--- config.mk ---
export PLATFORM = sky130hd
export DESIGN_NAME = store_drain_unit_flat
export DESIGN_NICKNAME = d
export VERILOG_FILES = /design/src/rtl/store_drain_unit_if.sv /design/src/rtl/store_drain_unit.sv /design/src/flat_wrapper.sv
export SDC_FILE = /design/constraint.sdc
export NUM_CORES = 1
export LEC_CHECK = 0
export CORE_AREA = 2 2 194 196
export DETAILED_ROUTE_END_ITERATION = 10
export DIE_AREA = 0 0 196 198
export SLEW_MARGIN = 10
export SYNTH_ARGS = -nofsm -noshare
export SYNTH_HDL_FRONTEND = slang
export SYNTH_SLANG_ARGS = --single-unit
--- constraint.sdc ---
create_clock -name clk -period 2.4 [get_ports clk]
set_input_delay 0.24 -clock clk [delete_from_list [all_inputs] [get_ports clk]]
set_output_delay 0.24 -clock clk [all_outputs]
set_load 0.005 [all_outputs]
--- src/rtl/store_drain_unit_if.sv ---
// store_drain_unit_if
//   Bundles the three buses around the store drain unit: the store-buffer head
//   (sb_*, store_success, busy), the data-cache tag/write/fill port (cache_*),
//   and the line-refill memory port (mem_*).
//
//   modport master : the drain unit. It consumes the store head, drives the
//                    cache and memory requests, and receives hit/grant/refill
//                    data.
//   modport slave  : the surrounding environment (store buffer, cache, memory).
//
//   Width macros WORD_SIZE, ADDRESS_WIDTH, SIZE_WRITE_WIDTH, BYTE_SIZE and
//   FULL_WORD_SIZE get local defaults when the project has not defined them.
//   The optional STORE_DRAIN_PERF_EN counters are plain module ports and are
//   not carried on this interface.

`ifndef WORD_SIZE
`define WORD_SIZE 32
`endif
`ifndef ADDRESS_WIDTH
`define ADDRESS_WIDTH 32
`endif
`ifndef SIZE_WRITE_WIDTH
`define SIZE_WRITE_WIDTH 2
`endif
`ifndef BYTE_SIZE
`define BYTE_SIZE 2'b00
`endif
`ifndef FULL_WORD_SIZE
`define FULL_WORD_SIZE 2'b10
`endif

interface store_drain_unit_if #(
    parameter int WORD_SIZE        = `WORD_SIZE,
    parameter int WIDTH            = `ADDRESS_WIDTH,
    parameter int SIZE_WRITE_WIDTH = `SIZE_WRITE_WIDTH,
    parameter int LINE_SIZE        = 128
);
    // store buffer head
    logic                        sb_wenable;
    logic [WIDTH-1:0]            sb_address;
    logic [WORD_SIZE-1:0]        sb_value;
    logic [SIZE_WRITE_WIDTH-1:0] sb_size;
    logic                        store_success;
    logic                        busy;

    // data cache
    logic [WIDTH-1:0]            cache_lookup_addr;
    logic                        cache_hit;
    logic                        cache_wr_en;
    logic [WIDTH-1:0]            cache_wr_addr;
    logic [WORD_SIZE-1:0]        cache_wr_data;
    logic [WORD_SIZE/8-1:0]      cache_wr_mask;
    logic                        cache_fill_en;
    logic [WIDTH-1:0]            cache_fill_addr;
    logic [LINE_SIZE-1:0]        cache_fill_line;

    // memory refill
    logic                        mem_req;
    logic [WIDTH-1:0]            mem_addr;
    logic                        mem_grant;
    logic                        mem_rvalid;
    logic [LINE_SIZE-1:0]        mem_rdata;

    modport master (
        input  sb_wenable, sb_address, sb_value, sb_size,
        output store_success, busy,
        output cache_lookup_addr,
        input  cache_hit,
        output cache_wr_en, cache_wr_addr, cache_wr_data, cache_wr_mask,
        output cache_fill_en, cache_fill_addr, cache_fill_line,
        output mem_req, mem_addr,
        input  mem_grant, mem_rvalid, mem_rdata
    );

    modport slave (
        output sb_wenable, sb_address, sb_value, sb_size,
        input  store_success, busy,
        input  cache_lookup_addr,
        output cache_hit,
        input  cache_wr_en, cache_wr_addr, cache_wr_data, cache_wr_mask,
        input  cache_fill_en, cache_fill_addr, cache_fill_line,
        input  mem_req, mem_addr,
        output mem_grant, mem_rvalid, mem_rdata
    );
endinterface

--- src/rtl/store_drain_unit.sv ---
// store_drain_unit
//   Drains the store buffer head into the data cache: tag lookup, byte-lane
//   masking and write-allocate line refill on a miss. A one-cycle
//   store_success pulse retires the head entry.
//
// Ports
//   clk          clock
//   reset        asynchronous, active-low reset
//   bus          store_drain_unit_if.master (store head, cache, memory)
//   perf_hits    hit counter    (only with STORE_DRAIN_PERF_EN)
//   perf_misses  miss counter   (only with STORE_DRAIN_PERF_EN)
//
// Optional feature macro: STORE_DRAIN_PERF_EN adds the saturating
// perf_hits/perf_misses counters and the CNT_WIDTH parameter.
//
// state     | meaning
// ----------+----------------------------------------------------------
// IDLE      | waiting for a valid store head; latches it when present
// LOOKUP    | latched address on the tag port, branch on cache_hit
// MISS_REQ  | holding the line read request until granted
// MISS_WAIT | waiting for refill data; captures it on mem_rvalid
// FILL      | one-cycle line install of the captured refill data
// WRITE     | one-cycle masked word write plus store_success

`ifndef WORD_SIZE
`define WORD_SIZE 32
`endif
`ifndef ADDRESS_WIDTH
`define ADDRESS_WIDTH 32
`endif
`ifndef SIZE_WRITE_WIDTH
`define SIZE_WRITE_WIDTH 2
`endif
`ifndef BYTE_SIZE
`define BYTE_SIZE 2'b00
`endif
`ifndef FULL_WORD_SIZE
`define FULL_WORD_SIZE 2'b10
`endif

module store_drain_unit #(
    parameter int WORD_SIZE        = `WORD_SIZE,
    parameter int WIDTH            = `ADDRESS_WIDTH,
    parameter int SIZE_WRITE_WIDTH = `SIZE_WRITE_WIDTH,
    parameter int LINE_SIZE        = 128
`ifdef STORE_DRAIN_PERF_EN
    ,
    parameter int CNT_WIDTH        = 16
`endif
) (
    input  logic               clk,
    input  logic               reset,
    store_drain_unit_if.master bus
`ifdef STORE_DRAIN_PERF_EN
    ,
    output logic [CNT_WIDTH-1:0] perf_hits,
    output logic [CNT_WIDTH-1:0] perf_misses
`endif
);

    localparam int LANES     = WORD_SIZE / 8;
    localparam int LANE_BITS = $clog2(LANES);
    localparam int OFF_BITS  = $clog2(LINE_SIZE / 8);

    localparam logic [WIDTH-1:0] LINE_MASK = ~WIDTH'((1 << OFF_BITS) - 1);
    localparam logic [WIDTH-1:0] WORD_MASK = ~WIDTH'(LANES - 1);
    localparam logic [SIZE_WRITE_WIDTH-1:0] SZ_BYTE = SIZE_WRITE_WIDTH'(`BYTE_SIZE);

    typedef enum logic [2:0] {
        IDLE,
        LOOKUP,
        MISS_REQ,
        MISS_WAIT,
        FILL,
        WRITE
    } state_t;

    state_t state, state_nxt;

    logic [WIDTH-1:0]            req_addr;
    logic [WORD_SIZE-1:0]        req_value;
    logic [SIZE_WRITE_WIDTH-1:0] req_size;
    logic [LINE_SIZE-1:0]        fill_line;

    logic                        req_is_byte;
    logic [WIDTH-1:0]            line_addr;
    logic [WORD_SIZE-1:0]        lane_data;
    logic [LANES-1:0]            lane_mask;

    // Only the byte encoding narrows the write; every other size is a full word.
    assign req_is_byte = (req_size == SZ_BYTE);
    assign line_addr   = req_addr & LINE_MASK;
    assign lane_data   = req_is_byte ? {LANES{req_value[7:0]}} : req_value;
    assign lane_mask   = req_is_byte ? (LANES'(1) << req_addr[LANE_BITS-1:0]) : '1;

    always_ff @(posedge clk or negedge reset) begin
        if (!reset) begin
            state <= IDLE;
        end else begin
            state <= state_nxt;
        end
    end

    // Request and refill capture. Clearing on reset drops any in-flight store;
    // the store buffer still owns the entry and will present it again.
    always_ff @(posedge clk or negedge reset) begin
        if (!reset) begin
            req_addr  <= '0;
            req_value <= '0;
            req_size  <= '0;
            fill_line <= '0;
        end else begin
            if (state == IDLE && bus.sb_wenable) begin
                req_addr  <= bus.sb_address;
                req_value <= bus.sb_value;
                req_size  <= bus.sb_size;
            end
            if (state == MISS_WAIT && bus.mem_rvalid) begin
                fill_line <= bus.mem_rdata;
            end
        end
    end

    // Every output is zero outside the state that owns it, so the whole
    // output bus reads zero while held in reset (state forced to IDLE).
    always_comb begin
        state_nxt             = state;
        bus.store_success     = 1'b0;
        bus.busy              = (state != IDLE);
        bus.cache_lookup_addr = '0;
        bus.cache_wr_en       = 1'b0;
        bus.cache_wr_addr     = '0;
        bus.cache_wr_data     = '0;
        bus.cache_wr_mask     = '0;
        bus.cache_fill_en     = 1'b0;
        bus.cache_fill_addr   = '0;
        bus.cache_fill_line   = '0;
        bus.mem_req           = 1'b0;
        bus.mem_addr          = '0;

        case (state)
            IDLE: begin
                if (bus.sb_wenable) begin
                    state_nxt = LOOKUP;
                end
            end
            LOOKUP: begin
                bus.cache_lookup_addr = req_addr;
                state_nxt = bus.cache_hit ? WRITE : MISS_REQ;
            end
            MISS_REQ: begin
                bus.mem_req  = 1'b1;
                bus.mem_addr = line_addr;
                if (bus.mem_grant) begin
                    state_nxt = MISS_WAIT;
                end
            end
            MISS_WAIT: begin
                if (bus.mem_rvalid) begin
                    state_nxt = FILL;
                end
            end
            FILL: begin
                // The installed line is known to hold the target word, so the
                // write goes straight out without a second tag check.
                bus.cache_fill_en   = 1'b1;
                bus.cache_fill_addr = line_addr;
                bus.cache_fill_line = fill_line;
                state_nxt = WRITE;
            end
            WRITE: begin
                bus.cache_wr_en   = 1'b1;
                bus.cache_wr_addr = req_addr & WORD_MASK;
                bus.cache_wr_data = lane_data;
                bus.cache_wr_mask = lane_mask;
                // Retire and return to IDLE on the same edge the store buffer
                // advances, so the next IDLE sample sees the new head.
                bus.store_success = 1'b1;
                state_nxt = IDLE;
            end
            default: begin
                state_nxt = IDLE;
            end
        endcase
    end

`ifdef STORE_DRAIN_PERF_EN
    always_ff @(posedge clk or negedge reset) begin
        if (!reset) begin
            perf_hits   <= '0;
            perf_misses <= '0;
        end else if (state == LOOKUP) begin
            if (bus.cache_hit) begin
                if (perf_hits != '1) begin
                    perf_hits <= perf_hits + 1'b1;
                end
            end else begin
                if (perf_misses != '1) begin
                    perf_misses <= perf_misses + 1'b1;
                end
            end
        end
    end
`endif

endmodule

--- src/flat_wrapper.sv ---
// flat-port wrapper written by rule: the top's interface ports become plain ports
module store_drain_unit_flat 
#(
    parameter int WORD_SIZE        = `WORD_SIZE,
    parameter int WIDTH            = `ADDRESS_WIDTH,
    parameter int SIZE_WRITE_WIDTH = `SIZE_WRITE_WIDTH,
    parameter int LINE_SIZE        = 128

)
  (clk, reset, bus_sb_wenable, bus_sb_address, bus_sb_value, bus_sb_size, bus_store_success, bus_busy, bus_cache_lookup_addr, bus_cache_hit, bus_cache_wr_en, bus_cache_wr_addr, bus_cache_wr_data, bus_cache_wr_mask, bus_cache_fill_en, bus_cache_fill_addr, bus_cache_fill_line, bus_mem_req, bus_mem_addr, bus_mem_grant, bus_mem_rvalid, bus_mem_rdata);
  store_drain_unit_if #(.WORD_SIZE(WORD_SIZE), .WIDTH(WIDTH), .SIZE_WRITE_WIDTH(SIZE_WRITE_WIDTH), .LINE_SIZE(LINE_SIZE)) bus_i ();
  input  logic clk;
  input  logic reset;
  input wire logic [$bits(bus_i.sb_wenable)-1:0] bus_sb_wenable;
  input wire logic [$bits(bus_i.sb_address)-1:0] bus_sb_address;
  input wire logic [$bits(bus_i.sb_value)-1:0] bus_sb_value;
  input wire logic [$bits(bus_i.sb_size)-1:0] bus_sb_size;
  output wire logic [$bits(bus_i.store_success)-1:0] bus_store_success;
  output wire logic [$bits(bus_i.busy)-1:0] bus_busy;
  output wire logic [$bits(bus_i.cache_lookup_addr)-1:0] bus_cache_lookup_addr;
  input wire logic [$bits(bus_i.cache_hit)-1:0] bus_cache_hit;
  output wire logic [$bits(bus_i.cache_wr_en)-1:0] bus_cache_wr_en;
  output wire logic [$bits(bus_i.cache_wr_addr)-1:0] bus_cache_wr_addr;
  output wire logic [$bits(bus_i.cache_wr_data)-1:0] bus_cache_wr_data;
  output wire logic [$bits(bus_i.cache_wr_mask)-1:0] bus_cache_wr_mask;
  output wire logic [$bits(bus_i.cache_fill_en)-1:0] bus_cache_fill_en;
  output wire logic [$bits(bus_i.cache_fill_addr)-1:0] bus_cache_fill_addr;
  output wire logic [$bits(bus_i.cache_fill_line)-1:0] bus_cache_fill_line;
  output wire logic [$bits(bus_i.mem_req)-1:0] bus_mem_req;
  output wire logic [$bits(bus_i.mem_addr)-1:0] bus_mem_addr;
  input wire logic [$bits(bus_i.mem_grant)-1:0] bus_mem_grant;
  input wire logic [$bits(bus_i.mem_rvalid)-1:0] bus_mem_rvalid;
  input wire logic [$bits(bus_i.mem_rdata)-1:0] bus_mem_rdata;
  assign bus_i.sb_wenable = bus_sb_wenable;
  assign bus_i.sb_address = bus_sb_address;
  assign bus_i.sb_value = bus_sb_value;
  assign bus_i.sb_size = bus_sb_size;
  assign bus_store_success = bus_i.store_success;
  assign bus_busy = bus_i.busy;
  assign bus_cache_lookup_addr = bus_i.cache_lookup_addr;
  assign bus_i.cache_hit = bus_cache_hit;
  assign bus_cache_wr_en = bus_i.cache_wr_en;
  assign bus_cache_wr_addr = bus_i.cache_wr_addr;
  assign bus_cache_wr_data = bus_i.cache_wr_data;
  assign bus_cache_wr_mask = bus_i.cache_wr_mask;
  assign bus_cache_fill_en = bus_i.cache_fill_en;
  assign bus_cache_fill_addr = bus_i.cache_fill_addr;
  assign bus_cache_fill_line = bus_i.cache_fill_line;
  assign bus_mem_req = bus_i.mem_req;
  assign bus_mem_addr = bus_i.mem_addr;
  assign bus_i.mem_grant = bus_mem_grant;
  assign bus_i.mem_rvalid = bus_mem_rvalid;
  assign bus_i.mem_rdata = bus_mem_rdata;
  store_drain_unit #(.WORD_SIZE(WORD_SIZE), .WIDTH(WIDTH), .SIZE_WRITE_WIDTH(SIZE_WRITE_WIDTH), .LINE_SIZE(LINE_SIZE)) u_core (.clk(clk), .reset(reset), .bus(bus_i));
endmodule
# After elaboration in Yosys (flattened, before gate mapping)
# Cells that the tools add are included.
[classes]
reduce_logical = 6
n_mux = 17
eq_ne = 8
shift = 1
[op_table]
columns = ["cell", "count"]
rows = [
  ["two-way mux 32 bit", 6],
  ["two-way mux 128 bit", 1],
  ["case mux 3 bit (5 select lines)", 1],
  ["two-way mux 3 bit", 4],
  ["two-way mux 4 bit", 2],
  ["== test 3 x 2 -> 1 bit, second input constant", 2],
  ["== test 3 bit, second input constant", 2],
  ["!= test 2 bit, second input constant", 3],
  ["<< shifter 1 x 2 -> 4 bit, first input constant", 1],
  ["== test 3 x 1 -> 1 bit, second input constant", 1],
  ["logical NOT 3 bit", 1],
  ["two-way mux 1 bit", 3],
  ["AND reduction 3 bit", 1],
  ["nonzero test 3 bit", 1],
  ["logical AND 1 bit", 2],
  ["logical NOT 2 bit", 1],
]
[word_totals]
wordCells = 37
inputBits = 200
regBits = 197
out_inout_bits = 297

# Longest topological paths before layout
# Gate-level depths: netlist of the first run.
[depth]
depth_word = 3
depth_mapped = 7
depth_no_buf = 4

# Worst setup path before layout of the first run
# No wires, ideal clock.
[synth_timing]
path_kind = "register to register"
from = "register u_core.state[1]"
to = "register u_core.req_addr[23]"
stages_incl_launch_ff = 7
setup_time_ns = 0.127
setup_slack_ns = 0.703
t_arrival_ns = 1.570
synth_period_minus_slack_ns = 1.697
required_ns = 2.273
path_cell_list = "dfrtp_1 -> buf_6 -> or3_4 -> nor2_4 -> buf_6 -> buf_6 -> mux2_1"
[synth_between]
elab_chain_len = 2
[synth_lines]
columns = ["item", "line", "text"]
rows = [
  ["start, declared", "store_drain_unit.sv:78", "state_t state, state_nxt;"],
  ["start signal, assigned", "store_drain_unit.sv:100", "state <= state_nxt;"],
  ["logical NOT 3 bit", "store_drain_unit.sv:113", "if (state == IDLE && bus.sb_wenable) begin"],
  ["logical AND 1 bit", "store_drain_unit.sv:113", ""],
  ["end signal, assigned", "store_drain_unit.sv:114", "req_addr <= bus.sb_address;"],
  ["end, declared", "store_drain_unit.sv:80", "logic [WIDTH-1:0] req_addr;"],
]
# Every way passes these cells.
# A chain may end at the register's enable or synchronous reset.

# Worst setup path after layout of the first run
[layout_timing]
from = "register u_core.state[2]"
to = "output bus_mem_addr[27]"
[layout_between]
elab_chain_len = 2
[layout_lines]
columns = ["item", "line", "text"]
rows = [
  ["== test 3 x 2 -> 1 bit", "store_drain_unit.sv:141", "case (state)"],
  ["two-way mux 32 bit", "store_drain_unit.sv:141", ""],
  ["end, declared", "flat_wrapper.sv:30", "output wire logic [$bits(bus_i.mem_addr)-1:0] bus_mem_addr;"],
]
# Every way passes these cells.

==> results of run 1 <==
-- critical path: stages (launching register included) --
cell	delay [ps]
dfrtp_1	380
buf_4	130
and2b_2	250
nor2b_4	170
buf_12	170
and2_1	150
clkdlybuf4s50_1	500
-- layout make-up --
type / instances / area, um2
antenna: 1 / 2.50
clock buffer: 18 / 439
clock inverter: 13 / 211
fill: 3515 / 20600
inverter: 3 / 26.3
multi-input combinational: 545 / 4300
sequential: 197 / 4930
tap: 474 / 593
timing repair buffer: 565 / 5860
-- repair_timing --
item                       CTS  global route
cloned                       9             8
buffers inserted            13            21
pin swaps                    2             3
gates resized for setup    205           252
hold endpoints to repair    52             0
hold buffers                 1             0
setup endpoints to repair  244           133
-- stage by stage --
step / setup WS (ps) / area (um2)
after CTS: -129 / 16000
after floorplan: 703 / 9580
after detailed placement: 290 / 15100
final: -53.5 / 16400
after global routing: -186 / 16400
after global placement: 310 / 15100
-- metal layers --
layer | global-route usage [%] | share of wire [%] | routed length [um] | vias up
met5 | 0 | 0.037 | 13 | -
li1 | - | - | - | 3661
met4 | 6.45 | 2.6 | 894 | 2
met2 | 30.2 | 50 | 17600 | 343
met1 | 18.7 | 38 | 13100 | 3886
met3 | 6.75 | 9.3 | 3240 | 44
-- cell families after synthesis --
logic type	count (synthesis)	share of synthesized area [%]
AO/OA/AOI/OAI	32	1.82
multiplexers	195	23.0
AND/OR/NAND/NOR	308	19.2
other	1	0.0393
buffers and inverters	70	4.29
flip-flops	197	51.6
-- sequential cells by signal, indices dropped and copies added (netlist names) --
name and count:
u_core.fill_line 128, u_core.req_addr 32, u_core.req_size 2, u_core.req_value 32, u_core.state 3
-- worst max path at each step --
stage | from | end | slack, ps
6_report | u_core.state[2] | bus_mem_addr[27] | -50
3_3_place_gp | u_core.state[0] | bus_cache_fill_line[31] | 310
2_1_floorplan | u_core.state[1] | u_core.req_addr[23] | 700
3_5_place_dp | u_core.state[0] | bus_cache_fill_line[31] | 290
5_1_grt | u_core.state[2] | bus_mem_addr[24] | -190
4_1_cts | u_core.state[1] | bus_mem_addr[4] | -130
-- cells in the mapped netlist --
| library cell | count | share of area, % |
|---|---|---|
| nor3_2 | 1 | 0.10 |
| nor2_4 | 1 | 0.12 |
| or2_2 | 1 | 0.066 |
| buf_2 | 5 | 0.26 |
| and2_1 | 254 | 17 |
| nor2b_1 | 1 | 0.066 |
| mux2_2 | 154 | 18 |
| a211o_1 | 1 | 0.092 |
| a2bb2oi_1 | 2 | 0.18 |
| inv_1 | 2 | 0.079 |
| or2_1 | 1 | 0.066 |
| mux2_1 | 40 | 4.7 |
| buf_6 | 6 | 0.71 |
| inv_2 | 1 | 0.039 |
| clkbuf_2 | 1 | 0.052 |
| o21ai_0 | 1 | 0.052 |
| or3_4 | 1 | 0.12 |
| a21oi_1 | 27 | 1.4 |
| nand2_1 | 34 | 1.3 |
| o21bai_1 | 1 | 0.079 |
| conb_1 | 1 | 0.039 |
| buf_1 | 2 | 0.079 |
| clkbuf_1 | 28 | 1.1 |
| mux2i_1 | 1 | 0.10 |
| nand2b_1 | 4 | 0.26 |
| dfrtp_1 | 197 | 52 |
| nor2_1 | 8 | 0.31 |
| and2b_1 | 1 | 0.079 |
| nand3_1 | 1 | 0.052 |
| buf_4 | 25 | 2.0 |
-- where the power goes --
part | internal, uW | switching (uW) | total [uW]
registers | 4980 | 1080 | 6060
logic | 4470 | 2860 | 7340
clock network | 1810 | 1410 | 3220
==> results.yml, run 1 <==
status:
  status: "complete, but fails checks"
  violations: "setup timing"
sta:
  rsz0062_at_grt: "true"
  fin_tns_setup_ps: -319
  hold_viol: 0
  worstMarginPinSlew_ps: 507
  finalSetupViolations: 10
  post-route-period-util_pct: 102
  hold-worst-slack_ps: 325
  fin_ws_ps: -53.5
  finalCriticalPeriod_ps: 2450
  drv_slew: 0
  fmax_mhz: 408
  relSlewSlack_pct: 66.2
  skew_ps: 12.8
synth:
  syn-instance-count: 803
  synth.distinct_cells: 30
  ys_warn_count: 0
  synth_area_mm2: 0.00955
  synth_seq_cells: 197
  avgSynthCellArea_um2: 11.9
  seq_area_frac_synth_pct: 51.6
placed_design:
  hpwl_mm: 23.9
  place_inst: 1735
  gp_congestion: 0.782
  port_buffers: 486
die:
  core_area_mm2: 0.0370
  die_area_mm2: 0.0388
  initial_core_util_pct: 25.8
  chipWidth_um: 196
  fp-row-count: 71
  die_h_um: 198
  io_pins: 497
critical_path:
  startpoint_type: "flop"
  cp.arrival_ps: 2210
  r2r-start: "u_core.state[0]"
  path_max_fanout: 29
  worstSetupPathType: "reg2out"
  r2r_slack_ps: 360
  rr_worst_depth: 5
  reg2reg_to: "u_core.req_value[1]"
  critPathCaptureType: "output port"
  crit_required_ps: 2160
flow_run:
  maxCapViolCount: 0
pwr:
  cellPowerDensity_mw_per_mm2: 1020
  leakagePower_uw: 0.00920
  finalPower_uw: 16600
  ir_worst_vdd_uv: 484
routing:
  vias_per_cell: 4.37
  ant_nets: 0
  vias: 7936
  post-route-drc-count: 0
  wl_per_cell_um: 19.2
  drtIter0Drc: 243
  drt-total-wl_mm: 34.8
  dr.pass1.iters: 5
cts:
  clockBufferDepth: 2
  cts.sinks: 197
  cts_tree: "done"
  clkTransAtPathRegs_ps: 70
  cts-root-buf: "clkbuf_16"
  insertion_delay_ps: 460
  numCtsBuffers: 17
  cts_max_level: 4
global_routing:
  grt_pass1_vias: 8106
  grt_usage_pct: 17.2
  antenna_found_initial: 2
  grt_pass1_wl_mm: 49.7
  grt_overflow: 0
  grt_max_degree: 67
hold_path:
  min_path_type: "in2async"
layout:
  drive_above_1_share_pct: 25.7
  layout_commonest_cell: "and2_1"
  areaGrowthSynthToFinish_pct: 71.4
  fin_cells: 1816
  final_cell_mix: "and2_1, clkdlybuf4s50_1, dfrtp_1, mux2_2, dlygate4sd2_1"
  fin_nets: 1529
  fin_util_pct: 44.3
Power figures use the tool's default switching activity.
==> inputs of run 2 (changes only) <==
--- a/config.mk
+++ b/config.mk
@@ -6,6 +6,7 @@
 export NUM_CORES = 1
 export LEC_CHECK = 0
 export CORE_AREA = 2 2 194 196
+export CTS_BUF_LIST = sky130_fd_sc_hd__clkbuf_16
 export DETAILED_ROUTE_END_ITERATION = 10
 export DIE_AREA = 0 0 196 198
 export SLEW_MARGIN = 10
==> results.yml, run 2 (synthesis gave the netlist of run 1 again) <==
pwr:
  cellPowerDensity_mw_per_mm2: 1010
  switching_share_pct: 32.3
  pwr-share-clk_pct: 19.2
  pwr-share-comb_pct: 44.3
  ir_worst_vdd_uv: 484
  p_sw_uw: 5350
  leakagePower_uw: 0.00920
  p_seq_share_pct: 36.5
  power.internal_uw: 11200
sta:
  finalSetupViolations: 10
  hold-worst-slack_ps: 326
  fmax_mhz: 408
  finalCriticalPeriod_ps: 2450
  rsz0062_at_grt: "true"
  skew_ps: 12.8
  relSlewSlack_pct: 66.1
  fin_ws_ps: -52.5
  drv_slew: 0
  post-route-period-util_pct: 102
  worstMarginPinSlew_ps: 508
  hold_viol: 0
global_routing:
  grt_usage_pct: 17.1
  grt_pass1_vias: 8106
  antenna_found_initial: 2
  grt_overflow: 0
  grt_pass1_wl_mm: 49.7
  grt_max_degree: 67
die:
  die_h_um: 198
  initial_core_util_pct: 25.8
  io_pins: 497
  chipWidth_um: 196
  die_area_mm2: 0.0388
  fp-row-count: 71
  core_area_mm2: 0.0370
layout:
  layout_commonest_cell: "and2_1"
  fillers: 3510
  fin_nets: 1529
  final-seq-area_mm2: 0.00493
  final_cell_mix: "and2_1, clkdlybuf4s50_1, dfrtp_1, mux2_2, dlygate4sd2_1"
  largest_reg_flops: 128
  multi_input_area_mm2: 0.00430
  fin_area_mm2: 0.0163
  drive_above_1_share_pct: 25.7
  areaGrowthSynthToFinish_pct: 71.2
  largestRegisters: "u_core.fill_line x128, u_core.req_addr x32, u_core.req_value x32"
  top_register: "u_core.fill_line"
critical_path:
  startpoint_type: "flop"
  cp.buffers_inverters: 3
  critPathCaptureType: "output port"
  cp_top_family: "buffers and inverters"
  worstSetupPathType: "reg2out"
  reg2reg_to: "u_core.req_value[1]"
  max_stage_delay_ps: 500
  cp.arrival_ps: 2210
  r2r_slack_ps: 360
  path_max_fanout: 29
  r2r-start: "u_core.state[0]"
  rr_worst_depth: 5
  path_cells: "buf_4 > and2b_2 > nor2b_4 > buf_12 > and2_1 > clkdlybuf4s50_1"
  crit_slowest_cell: "clkdlybuf4s50_1"
  crit_required_ps: 2160
routing:
  ant_nets: 0
  drt-total-wl_mm: 34.7
  vias: 7928
  post-route-drc-count: 0
  drtIter0Drc: 215
  dr.pass1.iters: 4
  wl_per_cell_um: 19.1
  vias_per_cell: 4.37
hold_path:
  min_path_type: "in2async"
placed_design:
  port_buffers: 486
  placed_area_mm2: 0.0151
  hpwl_mm: 23.9
  gp_congestion: 0.782
cts:
  clkTransAtPathRegs_ps: 70
  cts_max_level: 4
  clockBufferDepth: 2
  cts.sinks: 197
  cts_tree: "done"
  cts-root-buf: "clkbuf_16"
  numCtsBuffers: 17
  insertion_delay_ps: 460
status:
  violations: "setup timing"
  status: "complete, but fails checks"
flow_run:
  maxCapViolCount: 0
==> run 2: cell types whose count changed in the layout (fill, tap and decap cells not counted) <==
cell      delta
clkinv_1     +1
clkbuf_8     -1
==> run 2: worst max-delay path by stage <==
stage                                from                      end  slack (ps)  depth (start not counted)
after floorplan           u_core.state[1]      u_core.req_addr[23]         700                          6
after global placement    u_core.state[0]  bus_cache_fill_line[31]         310                          5
after detailed placement  u_core.state[0]  bus_cache_fill_line[31]         290                          5
after CTS                 u_core.state[1]          bus_mem_addr[4]        -130                          6
after global routing      u_core.state[2]         bus_mem_addr[24]        -190                          6
final                     u_core.state[2]         bus_mem_addr[27]         -50                          6
==> run 2: final cells by class <==
cell class                      instances  area share [%]
Antenna cell                            1          0.0153
Clock buffer                           17            2.60
Clock inverter                         14            1.32
Inverter                                3           0.161
Multi-Input combinational cell        545            26.3
Sequential cell                       197            30.2
Tap cell                              474            3.63
Timing Repair Buffer                  565            35.8
==> run 2: power groups by stage <==
stage | Sequential (uW) | Combinational, uW | Clock, uW
finish | 6060 | 7340 | 3180
global route | 6260 | 7960 | 3440
CTS | 6050 | 7160 | 3300
detailed placement | 6090 | 6800 | 0
global placement | 6020 | 6730 | 0
floorplan | 5610 | 3490 | 0
==> run 2: worst register-to-register path, cell delays in order (launching register included) <==
cell and delay, ps:
dfrtp_1 440, buf_4 200, or3_4 410, nor2_4 110, buf_12 300, mux2_1 460
==> run 2: stage by stage <==
stage	setup slack, ps	TNS (ps)	util, %	total power (uW)	instances
finish	-52.5	-315	44.2	16600	1816
global route	-186	-1670	44.2	17700	1816
CTS	-129	-6280	43.2	16500	1789
detailed placement	290	0	40.7	12900	1735
global placement	310	0	40.7	12700	1735
floorplan	703	0	-	9100	812
==> run 2: timing repair <==
item | 4_1_cts | 5_1_grt
hold endpoints to repair | 52 | 0
hold buffers | 1 | 0
setup endpoints to repair | 244 | 133
gates resized for setup | 205 | 252
setup buffers | 13 | 21
pin swaps | 2 | 3
cloned | 9 | 8
==> run 2: routing by layer <==
| metal | share of wire [%] | vias to the layer above | track usage (%) |
|---|---|---|---|
| li1 | - | 3662 | - |
| met1 | 38 | 3881 | 18.7 |
| met2 | 50 | 340 | 30.1 |
| met3 | 9.5 | 43 | 6.76 |
| met4 | 2.5 | 2 | 6.37 |
| met5 | 0.037 | - | 0 |
==> inputs of run 3 (changes only) <==
--- a/config.mk
+++ b/config.mk
@@ -13,3 +13,4 @@
 export SYNTH_ARGS = -nofsm -noshare
 export SYNTH_HDL_FRONTEND = slang
 export SYNTH_SLANG_ARGS = --single-unit
+export TNS_END_PERCENT = 1
==> results.yml, run 3 (synthesis gave the netlist of run 1 again) <==
status:
  status: "complete, but fails checks"
  violations: "setup timing"
die:
  chipWidth_um: 196
  fp-row-count: 71
  io_pins: 497
  core_area_mm2: 0.0370
  die_h_um: 198
  die_area_mm2: 0.0388
  initial_core_util_pct: 25.8
placed_design:
  gp_congestion: 0.782
  placed_area_mm2: 0.0151
  pre_cts_ws_ps: 290
  hpwl_mm: 23.9
  port_buffers: 486
pwr:
  cellPowerDensity_mw_per_mm2: 993
  p_seq_share_pct: 37.9
  p_sw_uw: 5050
  pwr-share-clk_pct: 20.0
  pwr-share-comb_pct: 42.1
  power.internal_uw: 10900
  switching_share_pct: 31.7
  leakagePower_uw: 0.00867
  finalPower_uw: 16000
  ir_worst_vdd_uv: 469
critical_path:
  crit_slowest_cell: "clkdlybuf4s50_1"
  r2r-start: "u_core.state[0]"
  reg2reg_to: "u_core.req_value[1]"
  worstSetupPathType: "reg2out"
  path_max_fanout: 34
  startpoint_type: "flop"
  rr_worst_depth: 5
  r2r_slack_ps: 370
  max_stage_delay_ps: 510
  path_cells: "nor3_4 > buf_6 > buf_12 > buf_16 > and2_1 > clkdlybuf4s50_1"
  critPathCaptureType: "output port"
  crit_required_ps: 2160
  cp.arrival_ps: 2250
global_routing:
  grt_overflow: 0
  grt_max_degree: 67
  grt_usage_pct: 16.4
  grt_pass1_vias: 7945
  grt_pass1_wl_mm: 47.9
  antenna_found_initial: 2
sta:
  finalSetupViolations: 87
  fmax_mhz: 402
  fin_tns_setup_ps: -4780
  skew_ps: 11.9
  relSlewSlack_pct: 66.1
  worstMarginPinSlew_ps: 509
  fin_ws_ps: -88.2
  hold-worst-slack_ps: 327
  hold_viol: 0
  post-route-period-util_pct: 104
  rsz0062_at_grt: "true"
  drv_slew: 0
  finalCriticalPeriod_ps: 2490
cts:
  cts.sinks: 197
  clockBufferDepth: 2
  insertion_delay_ps: 460
  cts_max_level: 4
  cts_tree: "done"
  clkTransAtPathRegs_ps: 70
  numCtsBuffers: 17
  cts-root-buf: "clkbuf_16"
layout:
  largestRegisters: "u_core.fill_line x128, u_core.req_addr x32, u_core.req_value x32"
  drive_above_1_share_pct: 19.0
  areaGrowthSynthToFinish_pct: 68.3
  layout_commonest_cell: "clkdlybuf4s50_1"
  top_register: "u_core.fill_line"
  fin_area_mm2: 0.0161
  final_cell_mix: "clkdlybuf4s50_1, and2_1, dfrtp_1, mux2_2, dlymetal6s2s_1"
  largest_reg_flops: 128
  fin_nets: 1490
routing:
  dr.pass1.iters: 4
  drtIter0Drc: 214
  vias_per_cell: 4.33
  post-route-drc-count: 0
  wl_per_cell_um: 18.0
  drt-total-wl_mm: 32.0
  ant_nets: 0
  vias: 7686
hold_path:
  min_path_type: "in2async"
flow_run:
  maxCapViolCount: 0
## run 3: cell types whose count changed in the layout (fill, tap and decap cells not counted), moves of 4 or more
cell             previous run  this run
dlygate4sd2_1             102        87
buf_4                      36        17
clkdlybuf4s50_1           216       303
clkbuf_2                   61         0
buf_16                      9         2
buf_6                       7         3
dlymetal6s2s_1             99        95
clkbuf_16                  24        17
## run 3: routing by layer
| metal | vias to the layer above | routed length (um) | track usage (%) |
|---|---|---|---|
| li1 | 3589 | - | - |
| met1 | 3742 | 12300 | 17.9 |
| met2 | 323 | 16000 | 28.6 |
| met3 | 32 | 2990 | 6.64 |
| met4 | 0 | 705 | 6.17 |
| met5 | - | 0 | 0 |
## run 3: through the flow
stage / instances / utilization [%]
5_1_grt: 1777 / 43.5
3_5_place_dp: 1735 / 40.7
4_1_cts: 1776 / 42.7
2_1_floorplan: 812 / -
6_report: 1777 / 43.5
3_3_place_gp: 1735 / 40.7
## run 3: layout make-up
cell class / count / area, um2
fillers: 3533 / 20900
flip-flops and latches: 197 / 4930
diodes: 1 / 2.50
repair buffers: 526 / 5570
multi-input cells: 545 / 4320
clock inverters: 14 / 215
inverters: 3 / 11.3
well taps: 474 / 593
clock buffers: 17 / 425
## run 3: how the worst max path moves through the flow
stage	cells after the start	end	from
after floorplan	6	u_core.req_addr[23]	u_core.state[1]
after global placement	5	bus_cache_fill_line[31]	u_core.state[0]
after detailed placement	5	bus_cache_fill_line[31]	u_core.state[0]
after CTS	6	bus_mem_addr[4]	u_core.state[1]
after global routing	7	bus_cache_fill_addr[11]	u_core.state[2]
final	6	bus_cache_fill_line[19]	u_core.state[1]
## run 3: critical path: cells and delay by family (launching register included)
family        cells  cell delay [ps]
buf+inv           4              980
flops             1              440
simple gates      2              360
## run 3: repair_timing
item                                    4_1_cts  5_1_grt
buffers inserted                              7        0
endpoints found under the setup margin      244      199
hold buffers                                  1        0
pin swaps                                     1        0
endpoints found under the hold margin        52        0
resized for setup                           107      109
cloned                                        2        0
## run 3: power groups by stage
stage	logic, uW	registers (uW)	clock network, uW
after floorplan	3490	5610	0
after global placement	6730	6020	0
after detailed placement	6800	6090	0
after CTS	6910	6050	3300
after global routing	7320	6260	3440
final	6720	6050	3190
